**config.mk**
```make
export PLATFORM = sky130hd
export DESIGN_NAME = syscall_ctrl_flat
export DESIGN_NICKNAME = d
export VERILOG_FILES = /design/src/rtl/syscall_ctrl_pkg.sv /design/src/rtl/syscall_ctrl_if.sv /design/src/rtl/syscall_ctrl_dec_digit.sv /design/src/rtl/syscall_ctrl.sv /design/src/flat_wrapper.sv
export SDC_FILE = /design/constraint.sdc
export NUM_CORES = 1
export LEC_CHECK = 0
export BUFFER_PORTS_ARGS = -buffer_cell sky130_fd_sc_hd__buf_2
export CORE_ASPECT_RATIO = 0.8
export CORE_UTILIZATION = 25
export CTS_CLUSTER_DIAMETER = 150
export CTS_CLUSTER_SIZE = 30
export DETAILED_ROUTE_END_ITERATION = 7
export GPL_TIMING_DRIVEN = 0
export PLACE_DENSITY = 0.52
export SKIP_CTS_REPAIR_TIMING = 1
export SLEW_MARGIN = 25
export SYNTH_ARGS = -nofsm -noshare
export SYNTH_HDL_FRONTEND = slang
export SYNTH_HIERARCHICAL = 1
export SYNTH_SLANG_ARGS = --single-unit
export TNS_END_PERCENT = 30
```
**constraint.sdc**
```tcl
create_clock -name clock -period 25.1 [get_ports clock]
set_clock_uncertainty 0.15 [all_clocks]
set_input_delay 5.02 -clock clock [delete_from_list [all_inputs] [get_ports clock]]
set_output_delay 5.02 -clock clock [all_outputs]
set_load 0.01 [all_outputs]
```
**src/rtl/syscall_ctrl_pkg.sv**
```systemverilog
// Shared syscall codes and console constants for the syscall controller.
// The defines are guarded so other units can share the same syscall numbers.
`ifndef SYSCALL_DEFINES_SVH
`define SYSCALL_DEFINES_SVH
`define SYSCALL_PRINT_INT 32'd1
`define SYSCALL_EXIT      32'd10
`define SYSCALL_PUT_C     32'd11
`endif

package syscall_ctrl_pkg;
  localparam logic [31:0] SYSCALL_PRINT_INT = `SYSCALL_PRINT_INT;
  localparam logic [31:0] SYSCALL_EXIT      = `SYSCALL_EXIT;
  localparam logic [31:0] SYSCALL_PUT_C     = `SYSCALL_PUT_C;

  // 2^32-1 has ten decimal digits
  localparam int          DIGITS      = 10;
  localparam logic [7:0]  ASCII_MINUS = 8'h2D;
  localparam logic [7:0]  ASCII_NL    = 8'h0A;

  function automatic logic [7:0] ascii_digit(input logic [3:0] d);
    return 8'h30 + {4'h0, d};
  endfunction
endpackage

```
**src/rtl/syscall_ctrl_if.sv**
```systemverilog
// Execute-stage syscall request, stall/halt status and console byte handshake.
interface syscall_ctrl_if;
  logic        is_syscall;
  logic [31:0] syscall_funct;
  logic [31:0] syscall_param1;
  logic        stall;
  logic        char_valid;
  logic [7:0]  char_data;
  logic        char_ready;
  logic        halted;

  modport master (
    output is_syscall, syscall_funct, syscall_param1, char_ready,
    input  stall, char_valid, char_data, halted
  );

  modport slave (
    input  is_syscall, syscall_funct, syscall_param1, char_ready,
    output stall, char_valid, char_data, halted
  );
endinterface

```
**src/rtl/syscall_ctrl_dec_digit.sv**
```systemverilog
// Combinational divide-by-ten step: one decimal digit per call.
module dec_digit (
  input  logic [31:0] value,
  output logic [31:0] quot,
  output logic [3:0]  rem
);
  assign quot = value / 32'd10;
  assign rem  = 4'(value % 32'd10);
endmodule

```
**src/rtl/syscall_ctrl.sv**
```systemverilog
// Syscall controller: stalls the pipeline while servicing put_c, print_int and exit,
// streaming console bytes over a valid/ready handshake.
module syscall_ctrl
  import syscall_ctrl_pkg::*;
#(
  parameter bit SIGNED_INT  = 1'b1,
  parameter bit INT_NEWLINE = 1'b1
) (
  input  logic          clock,
  input  logic          reset,
  syscall_ctrl_if.slave bus
);
  typedef enum logic [2:0] {
    IDLE    = 3'd0,
    CONVERT = 3'd1,
    EMIT    = 3'd2,
    DONE    = 3'd3,
    HALT    = 3'd4
  } state_t;

  state_t state, state_nxt;

  logic [31:0]             val;
  logic [DIGITS-1:0][3:0]  stk;
  logic [3:0]              sp;
  logic                    neg;
  logic                    nl_pend;
  logic                    cv;
  logic [7:0]              cd;
  logic                    stall;

  logic [31:0] quot;
  logic [3:0]  rem;
  logic        xfer;
  logic        neg_in;
  logic [31:0] mag_in;

  dec_digit u_dec (.value(val), .quot(quot), .rem(rem));

  assign xfer   = cv && bus.char_ready;
  assign neg_in = SIGNED_INT && bus.syscall_param1[31];
  // two's-complement negation as unsigned keeps 32'h80000000 correct
  assign mag_in = neg_in ? (~bus.syscall_param1 + 32'd1) : bus.syscall_param1;

  always_ff @(posedge clock or posedge reset) begin
    if (reset) state <= IDLE;
    else       state <= state_nxt;
  end

  always_comb begin
    state_nxt = state;
    stall     = 1'b0;
    case (state)
      IDLE: if (bus.is_syscall) begin
        stall = 1'b1;
        case (bus.syscall_funct)
          SYSCALL_PUT_C:     state_nxt = EMIT;
          SYSCALL_PRINT_INT: state_nxt = CONVERT;
          SYSCALL_EXIT:      state_nxt = HALT;
          default:           state_nxt = DONE;
        endcase
      end
      CONVERT: begin
        stall = 1'b1;
        if (quot == 32'd0) state_nxt = EMIT;
      end
      EMIT: begin
        stall = 1'b1;
        if (xfer && sp == 4'd0 && !nl_pend) state_nxt = DONE;
      end
      DONE:    state_nxt = IDLE;
      HALT:    stall = 1'b1;
      default: state_nxt = IDLE;
    endcase
  end

  // The next byte is loaded on the edge that completes the previous transfer,
  // so char_valid is a flop and never a function of char_ready.
  always_ff @(posedge clock or posedge reset) begin
    if (reset) begin
      val     <= '0;
      stk     <= '0;
      sp      <= '0;
      neg     <= 1'b0;
      nl_pend <= 1'b0;
      cv      <= 1'b0;
      cd      <= '0;
    end else begin
      case (state)
        IDLE: if (bus.is_syscall) begin
          val     <= mag_in;
          neg     <= neg_in;
          sp      <= '0;
          nl_pend <= 1'b0;
          if (bus.syscall_funct == SYSCALL_PUT_C) begin
            cv <= 1'b1;
            cd <= bus.syscall_param1[7:0];
          end
        end
        CONVERT: begin
          val <= quot;
          if (quot == 32'd0) begin
            cv      <= 1'b1;
            nl_pend <= INT_NEWLINE;
            // the MS digit goes straight to the output unless '-' precedes it
            if (neg) begin
              stk[sp] <= rem;
              sp      <= sp + 4'd1;
              cd      <= ASCII_MINUS;
            end else begin
              cd      <= ascii_digit(rem);
            end
          end else begin
            stk[sp] <= rem;
            sp      <= sp + 4'd1;
          end
        end
        EMIT: if (xfer) begin
          if (sp != 4'd0) begin
            cd <= ascii_digit(stk[sp - 4'd1]);
            sp <= sp - 4'd1;
          end else if (nl_pend) begin
            cd      <= ASCII_NL;
            nl_pend <= 1'b0;
          end else begin
            cv <= 1'b0;
          end
        end
        default: ;
      endcase
    end
  end

  assign bus.stall      = stall;
  assign bus.char_valid = cv;
  assign bus.char_data  = cd;
  assign bus.halted     = (state == HALT);
endmodule

```
**src/flat_wrapper.sv**
```systemverilog
// flat-port wrapper written by rule: the top's interface ports become plain ports
module syscall_ctrl_flat import syscall_ctrl_pkg::*;
#(
  parameter bit SIGNED_INT  = 1'b1,
  parameter bit INT_NEWLINE = 1'b1
)
  (clock, reset, bus_is_syscall, bus_syscall_funct, bus_syscall_param1, bus_char_ready, bus_stall, bus_char_valid, bus_char_data, bus_halted);
  syscall_ctrl_if bus_i ();
  input  logic clock;
  input  logic reset;
  input wire logic [$bits(bus_i.is_syscall)-1:0] bus_is_syscall;
  input wire logic [$bits(bus_i.syscall_funct)-1:0] bus_syscall_funct;
  input wire logic [$bits(bus_i.syscall_param1)-1:0] bus_syscall_param1;
  input wire logic [$bits(bus_i.char_ready)-1:0] bus_char_ready;
  output wire logic [$bits(bus_i.stall)-1:0] bus_stall;
  output wire logic [$bits(bus_i.char_valid)-1:0] bus_char_valid;
  output wire logic [$bits(bus_i.char_data)-1:0] bus_char_data;
  output wire logic [$bits(bus_i.halted)-1:0] bus_halted;
  assign bus_i.is_syscall = bus_is_syscall;
  assign bus_i.syscall_funct = bus_syscall_funct;
  assign bus_i.syscall_param1 = bus_syscall_param1;
  assign bus_i.char_ready = bus_char_ready;
  assign bus_stall = bus_i.stall;
  assign bus_char_valid = bus_i.char_valid;
  assign bus_char_data = bus_i.char_data;
  assign bus_halted = bus_i.halted;
  syscall_ctrl #(.SIGNED_INT(SIGNED_INT), .INT_NEWLINE(INT_NEWLINE)) u_core (.clock(clock), .reset(reset), .bus(bus_i));
endmodule
```
==> flow_summary.yaml <==
detailed_routing:
  detail_route.wirelength_mm: 37.98
  drcViolationCount: 0
  via_count: 11660
  viasPerCell: 5.820
  highest_layer: "met5"
  post_drt_wl_per_cell_um: 18.96
  drt_pass1_iterations: 6
  met3RoutedLength_mm: 3.104
  met2WireLength_mm: 15.85
  met1Wirelength_mm: 18.75
  first_iter_violations: 1244
  ant_nets: 0
clocking:
  cts-buffers-inserted: 9
  tritoncts_num_sinks: 90
  cts-root-buf: "sky130_fd_sc_hd__clkbuf_16"
  clock_tree_from_tritoncts: "yes"
  worstSkewPairLatency_ns: 0.36
  cts_max_path_buffers: 2
  htree_num_levels: 3
  clkSlewWorstSetupHoldPaths_ns: 0.07
finish:
  final_layout_size_suffix_gt1_share_pct: 19.05
  nets: 1518
  layout-area-overhead-vs-synth_pct: 13.11
global_route:
  grt_first_pass_wirelength_mm: 60.33
  total_global_routing_track_utilization_pct: 16.85
  first_global_vias: 10640
  grt_start_max_net_pins: 47
  sum_of_overflow_across_all_layers_after_global_routing: 0
  antenna_violations_before_repair: 3
timing:
  report.final.slew_viol_count: 0
  timing_hold_violations_final: 0
  worst_slack_ns: 11.31
  finalCritPeriodShare_pct: 54.95
  timing.fmax_ghz: 0.07251
  worst_slew_pin_tran_ns: 0.9560
  setup_viol: 0
  relSlewSlack_pct: 35.46
  period_minus_ws_final_ns: 13.79
  rsz0062_at_grt: "no"
  fin_tns_setup_ns: 0
yosys:
  synthesis.area_per_instance_um2: 7.991
  synth_area_leaders: "sky130_fd_sc_hd__dfrtp_1 21%, sky130_fd_sc_hd__mux2_2 5.1%, sky130_fd_sc_hd__o21ai_0 4.4%, sky130_fd_sc_hd__nand2_1 3.5%, sky130_fd_sc_hd__nor2_1 3.4%"
  synthMostInstantiatedCell: "sky130_fd_sc_hd__nand2_1"
  yosys_register_bits: 90
  synth_top_cell_by_area: "sky130_fd_sc_hd__dfrtp_1"
  sequential_fraction_of_the_synthesis_area_pct: 20.83
  yosys.area.top_type_share_pct: 20.83
  netlist_top_cells_count: "100 x sky130_fd_sc_hd__nand2_1, 97 x sky130_fd_sc_hd__nor2_1, 94 x sky130_fd_sc_hd__o21ai_0"
  synth_top_flop_cell: "sky130_fd_sc_hd__dfrtp_1"
  netlist-cell-type-count: 131
  yosys_warnings: 6
  synth_enable_flop_cells: 0
  cell_area_after_technology_mapping_um2: 10810
  synthArstFlopShare_pct: 100.0
  synthesized_instance_count: 1353
die:
  placementRows: 67
  die-area_um2: 44090
  num_io_pins: 79
  floorplan.core_area_um2: 42250
  initial_utilization_pct: 25.59
  dieHeight_um: 188
  dieWidth_um: 234.5
place:
  gp_congestion: 0.9210
  dp_hpwl_mm: 28.64
  post-place-ws_ns: 11.72
  io_buffer_count: 77
critical_path:
  crit_path_max_fanout: 10
  regToRegStartpoint: "u_core/val[27]"
  setup.worst_path.start: "u_core/val[27]"
  worst_ep_required_time_ns: 25.19
  worst_setup_path_end_kind: "flip-flop"
  cp_max_stage_cell: "sky130_fd_sc_hd__nor4_1"
  cpPeakStageDelay_ns: 0.61
  critical_path_buf_inv_count: 5
  timing.critical_path.from_type: "flip-flop"
  worstSetupPathType: "reg -> reg"
  cp_data_arrival_time_ns: 13.88
  timing.critical_path.max_delay_family: "compound AO/OA/AOI/OAI gates"
hold_path:
  hold_start: "u_core/stk[22]"
  hold_class: "reg -> reg"
job:
  max_cap_violations: 0
status:
  outcome: "finished, final reports clean"
[final cells by class]
class,count,area (um2)
Fill cell,4595,30020
Multi-Input combinational cell,1113,7860
Sequential cell,90,2252
Tap cell,552,690.7
Buffer,108,534.3
Timing Repair Buffer,78,412.9
Clock buffer,9,225.2
Inverter,44,177.7
Clock inverter,7,71.32
Antenna cell,2,5.005
[per-layer routing]
metal	up-vias	global-route usage (%)
met5	-	0
met4	2	1.985
met3	28	3.574
met2	476	23.98
met1	5664	26.12
li1	5488	-
[path summary, 6_finish.rpt]
path | end | cells after the start | slack, ns
setup / recovery | u_core/bus.char_data[1] | 42 | 11.31
hold / removal | u_core/stk[22] | 1 | 0.36
setup reg to reg | u_core/bus.char_data[1] | 42 | 11.31
hold reg to reg | u_core/stk[22] | 1 | 0.36
max in group asynchronous | u_core/val[7] | 3 | 19.65
min in group asynchronous | u_core/bus.char_data[1] | 2 | 4.53
[cell families (layout without fill, tap and decap cells)]
logic type | count (synthesis) | in the layout | share of synthesized area, %
flip-flops | 90 | 90 | 20.83
multiplexers | 87 | 87 | 9.108
adder cells (fa/ha/maj) | 11 | 11 | 1.157
XOR/XNOR | 34 | 34 | 2.963
other | 1 | 5 | 0.03468
AO/OA/AOI/OAI | 504 | 504 | 35.55
buffers and inverters | 152 | 246 | 6.539
AND/OR/NAND/NOR | 474 | 474 | 23.82
[flip-flops by register name (all words and copies together), names as in the netlist]
signal,count
u_core/bus.char_data,8
u_core/nl_pend,1
u_core/sp,4
u_core/val,32
u_core/bus.char_valid,1
u_core/state,3
u_core/stk,40
u_core/neg,1
[per-stage QoR]
step	hold WS, ns	cell area [um2]	std cells	util (%)
after floorplan	0.3175	10820	1355	-
after detailed placement	0.3351	11930	1985	28.23
after global routing	0.3726	12230	2002	28.94
final	0.3565	12230	2003	28.94
after global placement	0.3351	11900	1984	28.15
after CTS	0.3554	12220	2001	28.93
[cell usage in the layout (no fill, tap or decap), types with 12 or more instances in the layout]
cell	n
sky130_fd_sc_hd__a31oi_1	27
sky130_fd_sc_hd__o31ai_1	13
sky130_fd_sc_hd__nor2_1	97
sky130_fd_sc_hd__nand2b_1	17
sky130_fd_sc_hd__buf_2	101
sky130_fd_sc_hd__a21oi_1	72
sky130_fd_sc_hd__mux2_2	49
sky130_fd_sc_hd__xor2_1	19
sky130_fd_sc_hd__nand4_1	24
sky130_fd_sc_hd__nor2b_1	23
sky130_fd_sc_hd__nor3_1	43
sky130_fd_sc_hd__o22ai_1	17
sky130_fd_sc_hd__xnor2_1	12
sky130_fd_sc_hd__or3_1	20
sky130_fd_sc_hd__nand3_1	39
sky130_fd_sc_hd__a22oi_1	18
sky130_fd_sc_hd__clkbuf_1	59
sky130_fd_sc_hd__o21ai_0	94
sky130_fd_sc_hd__a22o_1	17
sky130_fd_sc_hd__mux2i_1	32
sky130_fd_sc_hd__nand2_1	100
sky130_fd_sc_hd__o211ai_1	18
sky130_fd_sc_hd__inv_1	32
sky130_fd_sc_hd__dfrtp_1	90
sky130_fd_sc_hd__a211oi_1	23
sky130_fd_sc_hd__nor4_1	33
Power is not shown: default switching activity piles up to over one toggle a cycle in this logic, so the estimate is an artifact.
